==> config.mk <==
export PLATFORM = sky130hd
export DESIGN_NAME = seven_seg_capture
export DESIGN_NICKNAME = d
export VERILOG_FILES = /design/src/rtl/seven_seg_capture.sv
export SDC_FILE = /design/constraint.sdc
export NUM_CORES = 1
export LEC_CHECK = 0
export CAP_MARGIN = 40
export CORE_ASPECT_RATIO = 1.4
export CORE_MARGIN = 3
export CORE_UTILIZATION = 55
export DETAILED_ROUTE_END_ITERATION = 16
export PLACE_DENSITY = 0.8
export SYNTH_ARGS = -nofsm -noshare
export SYNTH_HDL_FRONTEND = slang
export SYNTH_SLANG_ARGS = --single-unit
==> constraint.sdc <==
create_clock -name clk -period 7.6 [get_ports clk]
set_input_delay 1.9 -clock clk [delete_from_list [all_inputs] [get_ports clk]]
set_output_delay 1.9 -clock clk [all_outputs]
set_load 0.01 [all_outputs]
==> src/rtl/seven_seg_capture.sv <==
// Receive side of the multiplexed 4-digit seven-segment bus: filters each digit dwell,
// inverse-decodes it and assembles 4-digit frames. Define SEVEN_SEG_CAP_SYNC_EN for a 2-flop input synchronizer.
module seven_seg_capture #(
  parameter int STABLE_CYCLES = 4,
  parameter int CNT_W         = 8
) (
  input  logic             clk,
  input  logic             rst,
  input  logic [3:0]       an,
  input  logic [6:0]       seg,
  output logic [15:0]      frame,
  output logic             frame_valid,
  output logic             frame_changed,
  output logic [CNT_W-1:0] change_cnt,
  output logic             frame_err,
  output logic             err_anode,
  output logic             err_seg
);

  localparam int STAB_W = $clog2(STABLE_CYCLES + 1);
  localparam logic [STAB_W-1:0] STAB_DONE = STAB_W'(STABLE_CYCLES);
  // Idle bus: all anodes off, all (active-low) segments dark.
  localparam logic [10:0] BUS_IDLE = {4'hF, 7'h7F};

  // Inverse of the decoder table; segments active-low, seg = {g,f,e,d,c,b,a}.
  // Returns {known, code}.
  function automatic logic [4:0] seg_decode(input logic [6:0] p);
    case (p)
      7'b1000000: seg_decode = {1'b1, 4'h0};
      7'b1111001: seg_decode = {1'b1, 4'h1};
      7'b0100100: seg_decode = {1'b1, 4'h2};
      7'b0110000: seg_decode = {1'b1, 4'h3};
      7'b0011001: seg_decode = {1'b1, 4'h4};
      7'b0010010: seg_decode = {1'b1, 4'h5};
      7'b0000010: seg_decode = {1'b1, 4'h6};
      7'b1111000: seg_decode = {1'b1, 4'h7};
      7'b0000000: seg_decode = {1'b1, 4'h8};
      7'b0010000: seg_decode = {1'b1, 4'h9};
      7'b0001000: seg_decode = {1'b1, 4'hA};
      7'b0000011: seg_decode = {1'b1, 4'hB};
      7'b1000110: seg_decode = {1'b1, 4'hC};
      7'b0100001: seg_decode = {1'b1, 4'hD};
      7'b0000110: seg_decode = {1'b1, 4'hE};
      7'b0001110: seg_decode = {1'b1, 4'hF};
      default:    seg_decode = {1'b0, 4'hF};
    endcase
  endfunction

  logic [10:0] bus_in;

`ifdef SEVEN_SEG_CAP_SYNC_EN
  logic [10:0] sync1_q, sync2_q;

  always_ff @(posedge clk or negedge rst) begin
    if (!rst) begin
      sync1_q <= BUS_IDLE;
      sync2_q <= BUS_IDLE;
    end else begin
      sync1_q <= {an, seg};
      sync2_q <= sync1_q;
    end
  end

  assign bus_in = sync2_q;
`else
  assign bus_in = {an, seg};
`endif

  logic [10:0]       samp_q, prev_q;
  logic [STAB_W-1:0] stab_q, stab_d;
  logic [3:0]        mask_q, mask_d;
  logic [3:0]        bad_q, bad_d;
  logic [3:0][3:0]   dig_q, dig_d;
  logic [15:0]       frame_q, frame_d;
  logic              frame_valid_q, frame_valid_d;
  logic              frame_changed_q, frame_changed_d;
  logic [CNT_W-1:0]  change_cnt_q, change_cnt_d;
  logic              frame_err_q, frame_err_d;
  logic              err_anode_q, err_anode_d;
  logic              err_seg_q, err_seg_d;

  logic [3:0] s_an;
  logic [6:0] s_seg;
  logic [3:0] an_low;
  logic       one_low;
  logic       accept;
  logic       complete;
  logic [4:0] dec;

  assign s_an    = samp_q[10:7];
  assign s_seg   = samp_q[6:0];
  assign an_low  = ~s_an;
  assign one_low = (an_low != 4'd0) && ((an_low & (an_low - 4'd1)) == 4'd0);
  assign dec     = seg_decode(s_seg);

  // NOTE: every always_comb output gets a default first, so no path can leave a latch.
  always_comb begin
    stab_d          = 1'b1;
    mask_d          = mask_q;
    bad_d           = bad_q;
    dig_d           = dig_q;
    frame_d         = frame_q;
    frame_valid_d   = 1'b0;
    frame_changed_d = 1'b0;
    change_cnt_d    = change_cnt_q;
    frame_err_d     = frame_err_q;
    err_anode_d     = 1'b0;
    err_seg_d       = 1'b0;

    // Counter parks at STAB_DONE so a long dwell yields a single accept.
    if (samp_q == prev_q) begin
      stab_d = (stab_q == STAB_DONE) ? stab_q : stab_q + 1'b1;
    end
    accept = (stab_d == STAB_DONE) && (stab_q != STAB_DONE);

    complete = (mask_q == 4'hF);
    if (complete) begin
      mask_d        = 4'd0;
      bad_d         = 4'd0;
      frame_d       = dig_q;
      frame_valid_d = 1'b1;
      frame_err_d   = |bad_q;
      // frame_q doubles as the previous-frame register.
      if (dig_q != frame_q) begin
        frame_changed_d = 1'b1;
        if (change_cnt_q != {CNT_W{1'b1}}) begin
          change_cnt_d = change_cnt_q + 1'b1;
        end
      end
    end

    if (accept && (an_low != 4'd0)) begin
      if (one_low) begin
        for (int i = 0; i < 4; i++) begin
          if (an_low[i]) begin
            dig_d[i]  = dec[3:0];
            mask_d[i] = 1'b1;
            bad_d[i]  = ~dec[4];
          end
        end
        err_seg_d = ~dec[4];
      end else begin
        err_anode_d = 1'b1;
      end
    end
  end

  // NOTE: sequential state uses non-blocking assignments so every flop sees pre-edge values.
  // NOTE: the per-digit registers are reset too, so a frame can never expose stale digits.
  always_ff @(posedge clk or negedge rst) begin
    if (!rst) begin
      samp_q          <= BUS_IDLE;
      prev_q          <= BUS_IDLE;
      stab_q          <= '0;
      mask_q          <= 4'd0;
      bad_q           <= 4'd0;
      dig_q           <= '0;
      frame_q         <= 16'd0;
      frame_valid_q   <= 1'b0;
      frame_changed_q <= 1'b0;
      change_cnt_q    <= '0;
      frame_err_q     <= 1'b0;
      err_anode_q     <= 1'b0;
      err_seg_q       <= 1'b0;
    end else begin
      samp_q          <= bus_in;
      prev_q          <= samp_q;
      stab_q          <= stab_d;
      mask_q          <= mask_d;
      bad_q           <= bad_d;
      dig_q           <= dig_d;
      frame_q         <= frame_d;
      frame_valid_q   <= frame_valid_d;
      frame_changed_q <= frame_changed_d;
      change_cnt_q    <= change_cnt_d;
      frame_err_q     <= frame_err_d;
      err_anode_q     <= err_anode_d;
      err_seg_q       <= err_seg_d;
    end
  end

  assign frame         = frame_q;
  assign frame_valid   = frame_valid_q;
  assign frame_changed = frame_changed_q;
  assign change_cnt    = change_cnt_q;
  assign frame_err     = frame_err_q;
  assign err_anode     = err_anode_q;
  assign err_seg       = err_seg_q;

endmodule

==> flow_summary.toml <==
[floorplanning]
chipWidth_um = 74.13
dieArea_um2 = 7514
ios = 42
die_h_um = 101.4
core_um2 = 6254
start_util = 0.5714
core.rowCount = 34

[worst_setup_path]
crit_fanout = 6
critPathLaunchType = "flop"
arrival_ps = 1370
slowest_delay_ps = 580
crit_type = "flop to output port"
cp.required_ps = 5700
worst-path-buf-inv = 1
crit_chain = "clkdlybuf4s50_1"
crit_family = "buffers and inverters"
critPathSlowestCell = "clkdlybuf4s50_1"
crit_path_end_kind = "output port"

[yosys]
yosysWarnings = 0
netlist_instances = 319
yosysSeqAreaShare = 0.5539
synth_fp_nets = 335
synth.cell_area_um2 = 3573
syn_area_per_cell_um2 = 11.20
synth_cell_types = 51
ys_ff_latch = 78

[worst_hold_path]
hp-class = "flop to flop"

[cts]
post-cts-setup-buffer-count = 0
ctsResizeCount = 0
cts_root_buffer = "clkbuf_8"
htreeDepth = 3
numCtsBuffers = 9
clkLatencyLatePin_ps = 350
tritoncts = "built"
clock-sinks = 78
cts_buffer_depth = 2
clk_pin_slew_ps = 70
holdBufCountCts = 0

[timing]
worst_slack_ps = 4332
fmax_ghz = 0.3060
rsz0062_at_grt = "false"
finalHoldViolCount = 0
slew_headroom = 0.4509
skew_ps = 9.873
tns_ps = 0
slew_violations = 0
tightest_slew_ps = 823.7
finalSetupViolations = 0
post-route-period-util = 0.4300
hold-worst-slack_ps = 414.0
period_needed_ps = 3268

[cells_and_area]
fillers = 480
regArea_um2 = 1979
nets = 375
drive_gt1_frac = 0.1868
antenna_cells = 0
synthToLayoutAreaGrowth_pct = 19.64
final_core_util = 0.6837
finalInstanceArea_um2 = 4275
multiInputGateArea_um2 = 1496
finalNonFillerCells = 436

[detailed_routing]
wl_per_cell_um = 14.65
drt_iter0_drc = 68
drt-pass1-iter-count = 4
final_antenna_net_count = 0
avgViaCountPerCell = 5.411
vias = 2359
drc = 0
routed_wl_um = 6389

[grt]
grt_remaining_overflow = 0
grt_pass1_vias = 2430
grt_pass1_wl_um = 11320
antenna_found_initial = 0
grt_max_degree = 47
grt_use_total = 0.1975

[pwr]
leakage_nw = 2.125
ir_drop_mv = 0.1417
power.density_nw_per_um2 = 195.5
power.total_mw = 0.8359

[job]
max_cap_violations = 0

[outcome]
status = "completed"

[placement]
port_buffers = 41
post-place-ws_ps = 4704
gp_congestion = 0.7281
dp.cells = 420
placed_area_um2 = 4039
dp_hpwl_um = 4537
[state kept, by name, summed over array words and instances, names as in the netlist, 3 cells and up]
name	flops
samp_q	11
bad_q	4
mask_q	4
stab_q	3
dig_q	16
change_cnt	8
frame	16
prev_q	11
[cell type report]
class	count	area share
clock buffers	9	0.02897
clock inverters	7	0.02634
flip-flops and latches	78	0.4630
well taps	72	0.02107
repair buffers	43	0.1036
inverters	8	0.007024
multi-input cells	219	0.3500
[synthesized netlist by cell type, drive strengths merged]
cell type	number	share of area
nor4	9	0.020
a41oi	1	0.0025
nand4b	1	0.0067
o21ai	5	0.0081
or3	2	0.0035
or4b	2	0.0056
and3	1	0.0018
buf	5	0.0095
nand4bb	1	0.0032
clkinv	1	0.0010
and3b	1	0.0025
nor2	10	0.011
a21oi	4	0.0056
inv	7	0.0074
and2	1	0.0018
xnor2	12	0.029
o22ai	1	0.0018
mux2	19	0.064
nor3b	3	0.0063
nor4b	3	0.0091
nand2	70	0.074
nand3	9	0.013
maj3	1	0.0028
clkbuf	9	0.0095
dfrtp	56	0.39
o2111ai	1	0.0025
mux2i	4	0.011
a31o	1	0.0025
o211a	2	0.0056
nor3	7	0.014
nand2b	3	0.0053
a221oi	2	0.0049
ha	3	0.011
a31oi	2	0.0035
nand3b	1	0.0021
a21o	4	0.0084
nor4bb	1	0.0028
xor2	25	0.061
a211oi	1	0.0021
dfstp	22	0.16
o31ai	1	0.0021
nand4	5	0.0088
[where the power goes]
group          switching, mW  leakage (nW)  total (mW)  internal (mW)
logic                 0.0197         0.997      0.0375         0.0178
clock network          0.145         0.119       0.361          0.216
registers             0.0115          1.01       0.437          0.426
[cells in the final DEF (no fill, tap or decap), types with 7 or more instances in the layout]
master           synthesis  final
clkbuf_8                 0      9
clkdlybuf4s50_1          0     40
dfrtp_1                 56     56
dfstp_2                 22     22
inv_1                    7      7
mux2_2                  15     15
nand2_1                 70     70
nand3_1                  9      9
nor2_1                  10     10
nor4_1                   8      8
xnor2_1                 12     12
xor2_1                  25     25
[logic make-up (layout without fill, tap and decap cells)]
group           Yosys count  after routing  synth area share
simple gates            130            130            0.1901
flops                    78             78            0.5539
xor+xnor                 37             37           0.09069
compound gates           25             25           0.04938
mux                      23             23           0.07528
buf+inv                  22             67           0.02731
fa+ha+maj                 4              4           0.01331
[path summary, 6_finish.rpt]
| path | start | to | slack [ps] | depth (start not counted) |
|---|---|---|---|---|
| max | change_cnt[3]$_DFFE_PN0P_ | change_cnt[3] | 4330 | 1 |
| min reg2reg | samp_q[8]$_DFF_PN1_ | prev_q[8]$_DFF_PN1_ | 410 | 0 |
| min | samp_q[8]$_DFF_PN1_ | prev_q[8]$_DFF_PN1_ | 410 | 0 |
| max in group asynchronous | rst | samp_q[8]$_DFF_PN1_ | 5490 | 2 |
| min in group asynchronous | rst | frame_valid$_DFF_PN0_ | 1480 | 1 |
| max reg2reg | samp_q[3]$_DFF_PN1_ | dig_q[14]$_DFFE_PN0P_ | 4830 | 6 |
[metal layers]
layer  track usage  vias to the layer above  part of all wire
li1              -                     1165                 -
met1        0.2394                     1144              0.42
met2        0.3381                       42              0.53
met3       0.05660                        8             0.032
met4       0.05858                        0             0.015
met5             0                        -                 0
Note: power is estimated with default switching activity, not from simulation.
